**config.mk**
```make
export PLATFORM = sky130hd
export DESIGN_NAME = id_ex_operand_stage
export DESIGN_NICKNAME = d
export VERILOG_FILES = /design/src/rtl/id_ex_operand_stage_pkg.sv /design/src/rtl/id_ex_operand_stage_operand_forward_mux.sv /design/src/rtl/id_ex_operand_stage.sv
export SDC_FILE = /design/constraint.sdc
export NUM_CORES = 1
export LEC_CHECK = 0
export ABC_AREA = 1
export BUFFER_PORTS_ARGS = -buffer_cell sky130_fd_sc_hd__buf_2
export CORE_MARGIN = 3
export CORE_UTILIZATION = 52
export CTS_BUF_LIST = sky130_fd_sc_hd__clkbuf_16
export DETAILED_ROUTE_END_ITERATION = 7
export PLACE_DENSITY_LB_ADDON = 0.25
export SLEW_MARGIN = 25
export SYNTH_ARGS = -nofsm -noshare
export SYNTH_HDL_FRONTEND = slang
export SYNTH_HIERARCHICAL = 1
export SYNTH_SLANG_ARGS = --single-unit
```
**constraint.sdc**
```tcl
create_clock -name CLK -period 2 [get_ports CLK]
set_input_delay 0.3 -clock CLK [delete_from_list [all_inputs] [get_ports CLK]]
set_output_delay 0.3 -clock CLK [all_outputs]
set_load 0.05 [all_outputs]
```
**src/rtl/id_ex_operand_stage_pkg.sv**
```systemverilog
// Shared types for the ID/EX operand stage: widths, stage-state encoding,
// operand forward-select encoding and the registered EX field bundle.
package id_ex_operand_stage_pkg;

  localparam int XLEN      = 32;
  localparam int RA_W      = 5;
  localparam int CNT_W_DEF = 16;

  typedef enum logic [1:0] {
    ST_EMPTY  = 2'd0,
    ST_LIVE   = 2'd1,
    ST_BUBBLE = 2'd2
  } stage_state_e;

  typedef enum logic [1:0] {
    FWD_RF  = 2'd0,
    FWD_EXM = 2'd1,
    FWD_WB  = 2'd2
  } fwd_sel_e;

  typedef struct packed {
    logic [XLEN-1:0] pc;
    logic [XLEN-1:0] imm;
    logic [XLEN-1:0] rs1_data;
    logic [XLEN-1:0] rs2_data;
    logic [RA_W-1:0] rs1_addr;
    logic [RA_W-1:0] rs2_addr;
    logic [RA_W-1:0] rd_addr;
    logic            src1_pc;
    logic            src2_imm;
    logic [2:0]      alu_select;
    logic            alu_rotate;
    logic            mem_read;
    logic            mem_write;
    logic            reg_write;
  } ex_fields_t;

  // A producer can only forward to a non-x0 source it actually writes.
  function automatic logic fwd_hit(input logic            we,
                                   input logic [RA_W-1:0] rd,
                                   input logic [RA_W-1:0] rs);
    return we && (rd == rs) && (rs != '0);
  endfunction

endpackage

```
**src/rtl/id_ex_operand_stage_operand_forward_mux.sv**
```systemverilog
// Selects one source operand from EX/MEM, MEM/WB or register-file data;
// the younger EX/MEM result wins when both later stages match.
module operand_forward_mux
  import id_ex_operand_stage_pkg::*;
(
  input  logic [RA_W-1:0] rs_addr,
  input  logic [XLEN-1:0] rf_data,
  input  logic            exm_reg_write,
  input  logic [RA_W-1:0] exm_rd_addr,
  input  logic [XLEN-1:0] exm_result,
  input  logic            wb_reg_write,
  input  logic [RA_W-1:0] wb_rd_addr,
  input  logic [XLEN-1:0] wb_result,
  output logic [XLEN-1:0] fwd_data
);

  fwd_sel_e sel;

  always_comb begin
    // NOTE: default assignment first so no path leaves sel unassigned (no latch).
    sel = FWD_RF;
    if (fwd_hit(exm_reg_write, exm_rd_addr, rs_addr)) begin
      sel = FWD_EXM;
    end else if (fwd_hit(wb_reg_write, wb_rd_addr, rs_addr)) begin
      sel = FWD_WB;
    end
  end

  always_comb begin
    fwd_data = rf_data;
    case (sel)
      FWD_EXM: fwd_data = exm_result;
      FWD_WB:  fwd_data = wb_result;
      default: fwd_data = rf_data;
    endcase
  end

endmodule

```
**src/rtl/id_ex_operand_stage.sv**
```systemverilog
// ID/EX pipeline register feeding the integer ALU: registers decoded fields,
// forwards from EX/MEM and MEM/WB, and inserts one bubble per load-use hazard.
module id_ex_operand_stage
  import id_ex_operand_stage_pkg::*;
#(
  parameter int CNT_W = CNT_W_DEF
) (
  input  logic             CLK,
  input  logic             RESET,
  input  logic             id_valid,
  output logic             id_ready,
  input  logic [XLEN-1:0]  id_pc,
  input  logic [XLEN-1:0]  id_imm,
  input  logic [XLEN-1:0]  id_rs1_data,
  input  logic [XLEN-1:0]  id_rs2_data,
  input  logic [RA_W-1:0]  id_rs1_addr,
  input  logic [RA_W-1:0]  id_rs2_addr,
  input  logic [RA_W-1:0]  id_rd_addr,
  input  logic             id_uses_rs1,
  input  logic             id_uses_rs2,
  input  logic             id_src1_pc,
  input  logic             id_src2_imm,
  input  logic [2:0]       id_alu_select,
  input  logic             id_alu_rotate,
  input  logic             id_mem_read,
  input  logic             id_mem_write,
  input  logic             id_reg_write,
  input  logic             flush,
  input  logic             stall_in,
  input  logic [RA_W-1:0]  exm_rd_addr,
  input  logic             exm_reg_write,
  input  logic [XLEN-1:0]  exm_result,
  input  logic [RA_W-1:0]  wb_rd_addr,
  input  logic             wb_reg_write,
  input  logic [XLEN-1:0]  wb_result,
  output logic             ex_valid,
  output logic [XLEN-1:0]  alu_data1,
  output logic [XLEN-1:0]  alu_data2,
  output logic [2:0]       alu_select,
  output logic             alu_rotate,
  output logic [XLEN-1:0]  ex_store_data,
  output logic [RA_W-1:0]  ex_rd_addr,
  output logic             ex_reg_write,
  output logic             ex_mem_read,
  output logic             ex_mem_write,
  output logic [CNT_W-1:0] bubble_count
);

  stage_state_e     state_q, state_d;
  ex_fields_t       ex_q, id_fields;
  logic [CNT_W-1:0] bubble_q;
  logic             hazard, transfer;
  logic [XLEN-1:0]  fwd_rs1, fwd_rs2;

  assign id_fields = '{
    pc:         id_pc,
    imm:        id_imm,
    rs1_data:   id_rs1_data,
    rs2_data:   id_rs2_data,
    rs1_addr:   id_rs1_addr,
    rs2_addr:   id_rs2_addr,
    rd_addr:    id_rd_addr,
    src1_pc:    id_src1_pc,
    src2_imm:   id_src2_imm,
    alu_select: id_alu_select,
    alu_rotate: id_alu_rotate,
    mem_read:   id_mem_read,
    mem_write:  id_mem_write,
    reg_write:  id_reg_write
  };

  // A load in EX cannot forward its data yet, so a dependent ID instruction waits.
  assign hazard = ex_valid && ex_q.mem_read && (ex_q.rd_addr != '0) && id_valid &&
                  ((id_uses_rs1 && (id_rs1_addr == ex_q.rd_addr)) ||
                   (id_uses_rs2 && (id_rs2_addr == ex_q.rd_addr)));

  assign id_ready = !RESET && !stall_in && !hazard;
  assign transfer = id_valid && id_ready;

  always_ff @(posedge CLK) begin
    // NOTE: non-blocking in always_ff so every register samples pre-edge values.
    if (RESET) begin
      state_q <= ST_EMPTY;
    end else begin
      state_q <= state_d;
    end
  end

  always_comb begin
    state_d = state_q;
    if (flush) begin
      state_d = ST_EMPTY;
    end else if (stall_in) begin
      state_d = state_q;
    end else if (hazard) begin
      state_d = ST_BUBBLE;
    end else if (id_valid) begin
      state_d = ST_LIVE;
    end else begin
      state_d = ST_EMPTY;
    end
  end

  always_comb begin
    ex_valid     = (state_q == ST_LIVE);
    ex_reg_write = ex_valid && ex_q.reg_write;
    ex_mem_read  = ex_valid && ex_q.mem_read;
    ex_mem_write = ex_valid && ex_q.mem_write;
  end

  // Fields only load on a real transfer, so bubbles and flushes leave the
  // previous operands visible while the control strobes read zero.
  always_ff @(posedge CLK) begin
    // NOTE: operand registers are reset too, so outputs read zero after RESET rather than stale data.
    if (RESET) begin
      ex_q <= '0;
    end else if (!flush && transfer) begin
      ex_q <= id_fields;
    end
  end

  always_ff @(posedge CLK) begin
    if (RESET) begin
      bubble_q <= '0;
    end else if (!flush && !stall_in && hazard && (bubble_q != '1)) begin
      bubble_q <= bubble_q + CNT_W'(1);
    end
  end

  operand_forward_mux u_fwd_rs1 (
    .rs_addr       (ex_q.rs1_addr),
    .rf_data       (ex_q.rs1_data),
    .exm_reg_write (exm_reg_write),
    .exm_rd_addr   (exm_rd_addr),
    .exm_result    (exm_result),
    .wb_reg_write  (wb_reg_write),
    .wb_rd_addr    (wb_rd_addr),
    .wb_result     (wb_result),
    .fwd_data      (fwd_rs1)
  );

  operand_forward_mux u_fwd_rs2 (
    .rs_addr       (ex_q.rs2_addr),
    .rf_data       (ex_q.rs2_data),
    .exm_reg_write (exm_reg_write),
    .exm_rd_addr   (exm_rd_addr),
    .exm_result    (exm_result),
    .wb_reg_write  (wb_reg_write),
    .wb_rd_addr    (wb_rd_addr),
    .wb_result     (wb_result),
    .fwd_data      (fwd_rs2)
  );

  assign alu_data1     = ex_q.src1_pc  ? ex_q.pc  : fwd_rs1;
  assign alu_data2     = ex_q.src2_imm ? ex_q.imm : fwd_rs2;
  assign ex_store_data = fwd_rs2;
  assign alu_select    = ex_q.alu_select;
  assign alu_rotate    = ex_q.alu_rotate;
  assign ex_rd_addr    = ex_q.rd_addr;
  assign bubble_count  = bubble_q;

endmodule
```
* Word level (Yosys, flattened, before mapping)
Cells that the tools add are included.
Cells by class: multiplexer cells 10, $add $sub $neg 1, reduce and logical (&&, ||, !) cells 32, equal/unequal tests 12
Operators by type and width (number):
- 32-bit case mux with 2 select lines | 2
- 32-bit 2-to-1 mux | 2
- 5-bit equality test | 6
- 1-bit logical AND | 23
- 16-bit by 1-bit adder with 16-bit output, second input constant | 1
- 16-bit != test, second input constant | 1
- 5-bit nonzero test | 3
- 2-bit 2-to-1 mux | 5
- 2-bit by 1-bit equality test with 1-bit output, second input constant | 3
- 2-bit equality test, second input constant | 2
- 1-bit logical NOT | 4
- 2-bit OR reduction | 1
- 1-bit logical OR | 1
- 1-bit 2-to-1 mux | 1
Storage, ports and cells: word-level logic and storage cells 71, flip-flop bits (word level) 170

* Logic depth before layout (Yosys ltp)
Gate-level depths: netlist of run 1.
depth after elaboration 9, mapped depth 12

* By module
The synthesis of run 1 kept the hierarchy.
Modules (own cells, without submodules):
- id_ex_operand_stage | area an instance 8515.7 um^2, instances 1, cells an instance 949
- operand_forward_mux | area an instance 1143.6 um^2, instances 2, cells an instance 207

* Least setup slack after synthesis of run 1
Ideal clock, no wire load.
path type reg-to-output, start register ex_q[18] (netlist bit), end output alu_data2[6], buffers on the path 1, stages on the path, launching flop included 9, arrival 2.095 ns, setup slack -0.395 ns, data required time 1.700 ns, cell sequence dfxtp_1 > xnor2_1 > nand2_1 > nor2_4 > nand2_8 > buf_6 > nand3_1 > nand3_1 > mux2_2
Between the ends: longest elaborated chain between the ends 8, elaborated cells between the ends (all ways) 13, those cells by class eq/ne (4); mux (4); reduce/logical (5)
RTL lines:
- from (decl) | line id_ex_operand_stage.sv:50 | ex_fields_t ex_q, id_fields;
- from (signal assigned) | line id_ex_operand_stage.sv:118 | ex_q <= id_fields;
- 5-bit equality test | line id_ex_operand_stage_pkg.sv:42 | return we && (rd == rs) && (rs != '0);
- 1-bit logical AND (2 in series) | line id_ex_operand_stage_pkg.sv:42
- 2-bit 2-to-1 mux | line id_ex_operand_stage_operand_forward_mux.sv:24 | end else if (fwd_hit(wb_reg_write, wb_rd_addr, rs_addr)) begin
- 2-bit 2-to-1 mux (*) | line id_ex_operand_stage_operand_forward_mux.sv:22 | if (fwd_hit(exm_reg_write, exm_rd_addr, rs_addr)) begin
- 2-bit equality test or 2-bit by 1-bit equality test with 1-bit output (tied branches) | line id_ex_operand_stage_operand_forward_mux.sv:31 | case (sel)
- 32-bit case mux with 2 select lines (*) | line id_ex_operand_stage_operand_forward_mux.sv:31
- named net ex_store_data[6] | line id_ex_operand_stage.sv:41 | output logic [XLEN-1:0] ex_store_data,
- 32-bit 2-to-1 mux (*) | line id_ex_operand_stage.sv:155 | assign alu_data2 = ex_q.src2_imm ? ex_q.imm : fwd_rs2;
- to (decl) | line id_ex_operand_stage.sv:38 | output logic [XLEN-1:0] alu_data2,
Mark *: on every way through the listed nets, which the timed path passes. The rest lies on a longest branch.

* Worst setup path in the final report of run 1
start register ex_q[22] (netlist bit), end output alu_data1[10]
Between the ends: longest elaborated chain between the ends 8, elaborated cells between the ends (all ways) 13, those cells by class eq/ne (4); mux (4); reduce/logical (5)
RTL lines:
- 5-bit equality test | line id_ex_operand_stage_pkg.sv:42
- 1-bit logical AND (2 in series) | line id_ex_operand_stage_pkg.sv:42
- 2-bit 2-to-1 mux | line id_ex_operand_stage_operand_forward_mux.sv:24
- 2-bit 2-to-1 mux (*) | line id_ex_operand_stage_operand_forward_mux.sv:22
- 2-bit equality test or 2-bit by 1-bit equality test with 1-bit output (tied branches) | line id_ex_operand_stage_operand_forward_mux.sv:31
- 32-bit case mux with 2 select lines (*) | line id_ex_operand_stage_operand_forward_mux.sv:31
- named net fwd_rs1[10] | line id_ex_operand_stage.sv:53 | logic [XLEN-1:0] fwd_rs1, fwd_rs2;
- 32-bit 2-to-1 mux (*) | line id_ex_operand_stage.sv:154 | assign alu_data1 = ex_q.src1_pc ? ex_q.pc : fwd_rs1;
- to (decl) | line id_ex_operand_stage.sv:37 | output logic [XLEN-1:0] alu_data1,
Marked as above.

==> flow_metrics.tcl, run 1 <==
set metrics [dict create \
    power_density_nw_per_um2 522 \
    io_buffers 360 \
    grt_pass1_wl_um 61000 \
    wl_per_cell_um 23.1 \
    skew_ps 15.2 \
    min_to "ex_q[89]" \
    rows 52 \
    placed_area_um2 13700 \
    critPathCaptureType "output port" \
    synth-compound-area-share 0.116 \
    initial_core_util 0.532 \
    min_period_ps 2640 \
    design_area_um2 17200 \
    wirelength_um 48000 \
    crit_chain "inv_2, a21boi_2, nand2_2, nor2_8, nand2_8, buf_16, nand3_1, nand3_1, mux2_4, buf_6" \
    synthAdderAreaFrac 0.00116 \
    antenna_left 0 \
    reg2reg_depth 13 \
    nNetsFinal 2027 \
    drt_iter0_drc 1144 \
    setup_ws_ps -640 \
    clockBufferDepth 2 \
    required_ps 1700 \
    rr_startpoint "ex_rd_addr[1]" \
    hp-start "id_imm[1]" \
    swShare 0.322 \
    clk_pin_slew_ps 70 \
    p_clk_frac 0.366 \
    slew_headroom 0.720 \
    synth_mux_area_frac 0.0667 \
    cts.sinks 170 \
    synth-seq-cells 170 \
    period_share 1.32 \
    critPathMaxFanout 11 \
    grt_antenna_before_repair 6 \
    synth_warnings 6 \
    grt-ovfl-total 0 \
    utilization 0.848 \
    p_int_mw 6.10 \
    timing.critical_path.mode_cell "nand3_1" \
    die_w_um 150 \
    grt.total_usage 0.346 \
    grt_pass1_vias 11400 \
    leakage_nw 8.04 \
    critical_path.max_stage_delay_ps 380 \
    h-tree-depth 4 \
    ioPinCount 361 \
    whs_path_depth 3 \
    path_delay_family "simple AND/OR/NAND/NOR gates" \
    crit_buf_inv 3 \
    layout-drive-gt1-share 0.585 \
    status "finished with violations" \
    ys_seq_area_frac 0.315 \
    coreArea_um2 20300 \
    synthesis.nets 1599 \
    clockRootBuffer "clkbuf_16" \
    clk_latency_ps 430 \
    drv_slew 0 \
    syn_avg_cell_area_um2 7.93 \
    setup_viol 128 \
    p_switching_mw 2.89 \
    rsz0062_at_grt "yes" \
    synth_cell_types 34 \
    worstSetupPathType "reg2out" \
    ir_worst_vdd_mv 0.542 \
    seqPwrFrac 0.400 \
    grt_max_degree 64 \
    worstSetupStartpointType "register" \
    cts_tree "built" \
    violations "negative setup slack" \
    reg2reg_to "ex_q[104]" \
    cts_buffers 17 \
    worstMarginPinSlew_ps 418 \
    fp.dieH_um 150 \
    dieArea_um2 22500 \
    dp_hpwl_um 26000 \
    synth_xor_xnor_area_share 0.00973 \
    hold_viol 0 \
    area_delta_synth_final_pct 59.4 \
    critPathSlowestCell "dfxtp_4" \
    r2r_slack_ps -170 \
    drv_cap 0 \
    hold_path_class "in2reg" \
    via_per_inst 6.01 \
    synth_top_family_by_area "simple AND/OR/NAND/NOR gates" \
    synthSimpleGateAreaFrac 0.341 \
    fmax_mhz 379 \
    p_total_mw 8.99 \
    drc 0 \
    synthCells 1363 \
    cp.arrival_ps 2340 \
    power_frac_comb 0.234 \
    drt-pass1-iter-count 6 \
    syn_area_um2 10800 \
    dr_total_vias 12500 \
    gp_congestion 0.908 \
]
## area by class of cell
| type | instances | area (um2) |
|---|---|---|
| clock inverter | 15 | 139 |
| inverter | 209 | 800 |
| sequential | 170 | 3460 |
| tap | 270 | 338 |
| fill | 1095 | 3080 |
| clock buffer | 17 | 425 |
| multi-input combinational | 878 | 7200 |
| antenna | 6 | 15.0 |
| timing repair buffer | 515 | 4850 |
## logic make-up after synthesis
| kind of cell | count (synthesis) |
|---|---|
| mux | 64 |
| fa+ha+maj | 1 |
| simple gates | 629 |
| buf+inv | 315 |
| compound gates | 172 |
| flops | 170 |
| xor+xnor | 12 |
## layout by cell type (no fill, tap or decap), drive strengths merged, types with 2 or more instances in the layout
cell        n
a21boi      2
a21oi      14
buf       503
clkbuf     29
clkinv      6
clkinvlp    3
dfxtp     170
diode       6
inv       214
mux2       64
nand2     134
nand3     429
nand3b      2
nand4       7
nor2       52
nor3        4
o21ai     155
xnor2       7
xor2        5
## registers in the layout, summed over array words and instances (netlist names)
name	flops
alu_select	3
bubble_count	16
ex_rd_addr	5
ex_q	143
alu_rotate	1
state_q	2
## layer usage
| layer | vias up | part of all wire | global-route usage |
|---|---|---|---|
| met5 | - | 0.00085 | 0 |
| met4 | 8 | 0.072 | 0.194 |
| met3 | 306 | 0.11 | 0.0909 |
| met2 | 1004 | 0.49 | 0.607 |
| met1 | 5793 | 0.32 | 0.379 |
| li1 | 5394 | - | - |
## cells in the mapped netlist (all sizes together)
library cell / number / share of area
nor2: 52 / 0.028
o21ai: 155 / 0.11
a31oi: 1 / 0.00058
nand2: 134 / 0.051
xnor2: 7 / 0.0057
ha: 1 / 0.0012
clkbuf: 15 / 0.0053
inv: 209 / 0.073
nand3b: 2 / 0.0025
or2: 1 / 0.00081
nor3: 4 / 0.0019
a21oi: 14 / 0.0065
dfxtp: 170 / 0.32
buf: 91 / 0.073
nand3: 429 / 0.25
nand4: 7 / 0.0041
xor2: 5 / 0.0041
mux2: 64 / 0.067
a21boi: 2 / 0.0021
## worst min-delay path, stage by stage
cell,delay [ps]
buf_2,90
inv_1,40
o21ai_1,60
## stage by stage
stage	hold slack [ps]	cells	setup WS, ps	TNS (ps)
global placement	451	1964	-179	-8660
CTS	94.3	2023	-505	-40880
finish	98.8	2080	-640	-48260
detailed placement	458	1964	-194	-10040
global route	96.3	2076	-720	-60620
floorplan	435	1363	-12.1	-321
## worst max path at each step
stage	cells after the start	startpoint	slack (ps)	end
global placement	9	exm_rd_addr[4]	-180	alu_data2[11]
CTS	10	ex_q[22]	-500	alu_data1[30]
floorplan	8	ex_q[18]	-10	alu_data2[6]
finish	10	ex_q[22]	-640	alu_data1[10]
detailed placement	9	exm_rd_addr[4]	-190	alu_data2[13]
global route	10	ex_q[22]	-720	alu_data1[14]
## power by group through the flow
| stage | clock [mW] | sequential (mW) | combinational, mW |
|---|---|---|---|
| global route | 3.43 | 3.60 | 2.19 |
| detailed placement | 0 | 3.65 | 1.61 |
| CTS | 3.28 | 3.58 | 1.88 |
| floorplan | 0 | 3.63 | 1.04 |
| finish | 3.29 | 3.59 | 2.11 |
| global placement | 0 | 3.65 | 1.59 |
## what timing repair did
action	CTS	global route
hold buffers	0	0
buffers inserted	17	44
endpoints found under the setup margin	97	210
pin swaps	22	35
cloned	10	12
gates resized for setup	400	124
(Power assumes the default switching activity.)
==> inputs of run 2 (changes only) <==
--- a/config.mk
+++ b/config.mk
@@ -5,10 +5,9 @@
 export SDC_FILE = /design/constraint.sdc
 export NUM_CORES = 1
 export LEC_CHECK = 0
-export ABC_AREA = 1
 export BUFFER_PORTS_ARGS = -buffer_cell sky130_fd_sc_hd__buf_2
 export CORE_MARGIN = 3
-export CORE_UTILIZATION = 52
+export CORE_UTILIZATION = 51
 export CTS_BUF_LIST = sky130_fd_sc_hd__clkbuf_16
 export DETAILED_ROUTE_END_ITERATION = 7
 export PLACE_DENSITY_LB_ADDON = 0.25
==> run 2 against run 1 <==
  * The flow still finishes with violations (negative setup slack)
  * Critical path depth is 2 lower
  * Setup slack worse by 350 ps
  * Sequential cell count did not move
  * Clock skew is 5.8 ps lower
  * Worst hold slack better by 18 ps
  * Highest routed layer unchanged
==> flow_metrics.tcl, run 2 <==
set metrics [dict create \
    dp_hpwl_um 26100 \
    io_buffers 360 \
    cts_hold_buf 0 \
    ir_worst_vdd_mv 0.669 \
    synthCells 1239 \
    cts_tree "built" \
    yosysMostFrequentCell "dfxtp_1" \
    top_usage_layer "met2" \
    wl_per_cell_um 26.6 \
    grt_max_degree 115 \
    largest_reg_flops 143 \
    cts_buffers 17 \
    cts.sinks 170 \
    p_total_mw 9.49 \
    drv_cap 0 \
    grt.total_usage 0.347 \
    drv_slew 0 \
    largest-register "ex_q" \
    via_per_inst 6.75 \
    ioPinCount 361 \
    clockRootBuffer "clkbuf_16" \
    gp_congestion 0.974 \
    status "finished with violations" \
    cp.arrival_ps 2690 \
    power_frac_comb 0.243 \
    synth_edf_count 0 \
    clk_latency_ps 440 \
    h-tree-depth 4 \
    synth.area.top_cells "dfxtp_1, o32ai_2, mux2_2, o32ai_1, nand2_1" \
    p_switching_mw 2.96 \
    rows 51 \
    required_ps 1700 \
    seqPwrFrac 0.377 \
    synth_area_leader_cell "dfxtp_1" \
    antenna_left 0 \
    synth_warnings 6 \
    power_density_nw_per_um2 543 \
    hold_path_class "in2reg" \
    crit_chain "buf_4, xnor2_1, nand4_1, buf_4, o21ai_1, a31oi_4, mux2_4, buf_6" \
    layout-drive-gt1-share 0.552 \
    drt-pass1-iter-count 8 \
    syn_area_um2 10300 \
    synthesis.nets 1475 \
    worstMarginPinSlew_ps 887 \
    setup_ws_ps -988 \
    initial_core_util 0.523 \
    fp.dieH_um 148 \
    grt_pass1_vias 11300 \
    drc 0 \
    nNetsFinal 1872 \
    dieArea_um2 21900 \
    use_met1 0.437 \
    grt_pass1_wl_um 61200 \
    use_met2 0.576 \
    p_clk_frac 0.379 \
    yosysTopAreaCellShare 0.331 \
    critPathCaptureType "output port" \
    synth_cell_types 49 \
    timing.critical_path.mode_cell "buf_4" \
    fmax_mhz 335 \
    clk_pin_slew_ps 70 \
    grt_antenna_before_repair 7 \
    syn_avg_cell_area_um2 8.30 \
    crit_buf_inv 3 \
    swShare 0.312 \
    leakage_nw 6.40 \
    period_share 1.49 \
    critPathMaxFanout 21 \
    skew_ps 9.43 \
    min_period_ps 2990 \
    ys_seq_area_frac 0.331 \
    area_delta_synth_final_pct 70.1 \
    grt-ovfl-total 0 \
    setup_viol 251 \
    async_reset_ff_frac 0 \
    worstSetupStartpointType "register" \
    wirelength_um 51200 \
    dr_total_vias 13000 \
    synth-seq-cells 170 \
    die_w_um 148 \
    clockBufferDepth 2 \
    utilization 0.890 \
    critPathSlowestCell "dfxtp_1" \
    critical_path.max_stage_delay_ps 330 \
    grtUsageMet3 0.0677 \
    slew_headroom 0.409 \
    mostFrequentLayoutCell "buf_2" \
    layout_common_cells "buf_2, nand2_1, inv_1" \
    synthFlopType "dfxtp_1" \
    drt_iter0_drc 1726 \
    hold_viol 0 \
    synth_top_cells_by_count "dfxtp_1, nand2_1, inv_1" \
    p_int_mw 6.53 \
    worstSetupPathType "reg2out" \
    rsz0062_at_grt "yes" \
    violations "negative setup slack" \
    coreArea_um2 19700 \
    path_delay_family "buffers and inverters" \
]
## run 2: cell types whose count changed in the layout (fill, tap and decap cells not counted), moves of 44 or more
cell,delta
nand3_4,-56
nand3_1,-126
nand2_1,+44
nor3_1,+61
o21ai_2,-65
a31oi_4,+44
o32ai_2,+104
nand3_2,-173
## run 2: worst min-delay path: cells and delay by family
| family | cells | cell delay [ps] |
|---|---|---|
| buffers and inverters | 1 | 100 |
| AO/OA/AOI/OAI | 1 | 60 |
| AND/OR/NAND/NOR | 1 | 40 |
## run 2: metal layers
layer	vias up	wire length [um]
met3	395	5960
met2	1181	23600
li1	5303	-
met1	6083	17600
met4	4	3980
met5	-	25
## run 2: cells by family (layout without fill, tap and decap cells)
logic type / count (synthesis) / after routing / share of synthesized area
flip-flops: 170 / 170 / 0.331
adder cells (fa/ha/maj): 1 / 1 / 0.00122
XOR/XNOR: 30 / 30 / 0.0256
other: 0 / 8 / 0
multiplexers: 71 / 71 / 0.0777
AND/OR/NAND/NOR: 367 / 367 / 0.169
buffers and inverters: 287 / 696 / 0.120
AO/OA/AOI/OAI: 313 / 314 / 0.276
## run 2: worst paths after layout
| kind | from | endpoint | slack (ps) | cells past startpoint |
|---|---|---|---|---|
| max | ex_q[16] | alu_data2[9] | -990 | 8 |
| min | id_rs1_data[31] | ex_q[87] | 120 | 3 |
| max reg2reg | ex_rd_addr[4] | bubble_count[2] | -330 | 9 |
| min reg2reg | ex_q[0] | ex_q[0] | 470 | 2 |
## run 2: layout make-up
type                    count  area [um2]
well taps                 265         332
flip-flops and latches    170        3430
clock inverters            15         183
fillers                   873        2170
multi-input cells         783        7730
repair buffers            512        4790
inverters                 152         571
diodes                      8        20.0
clock buffers              17         425
## run 2: timing repair
| action | in CTS | in global routing |
|---|---|---|
| resized for setup | 273 | 228 |
| pin swaps | 30 | 32 |
| endpoints found under the setup margin | 253 | 263 |
| cloned | 5 | 33 |
| setup buffers | 5 | 20 |
## run 2: through the flow
stage	setup TNS (ps)	setup WS (ps)	hold slack (ps)	cells	cell area, um2
floorplan	-24940	-477	445	1239	11200
global placement	-45710	-422	459	1819	13600
detailed placement	-52980	-454	467	1819	13600
CTS	-82410	-847	109	1861	15300
global route	-98630	-1030	111	1919	17500
finish	-89160	-988	116	1922	17500
## run 2: power groups by stage
| stage | Combinational, mW | Clock [mW] | Sequential, mW |
|---|---|---|---|
| 6_report | 2.31 | 3.60 | 3.58 |
| 3_3_place_gp | 1.74 | 0 | 3.63 |
| 3_5_place_dp | 1.76 | 0 | 3.64 |
| 5_1_grt | 2.36 | 3.74 | 3.59 |
| 2_1_floorplan | 1.11 | 0 | 3.63 |
| 4_1_cts | 2.00 | 3.52 | 3.57 |
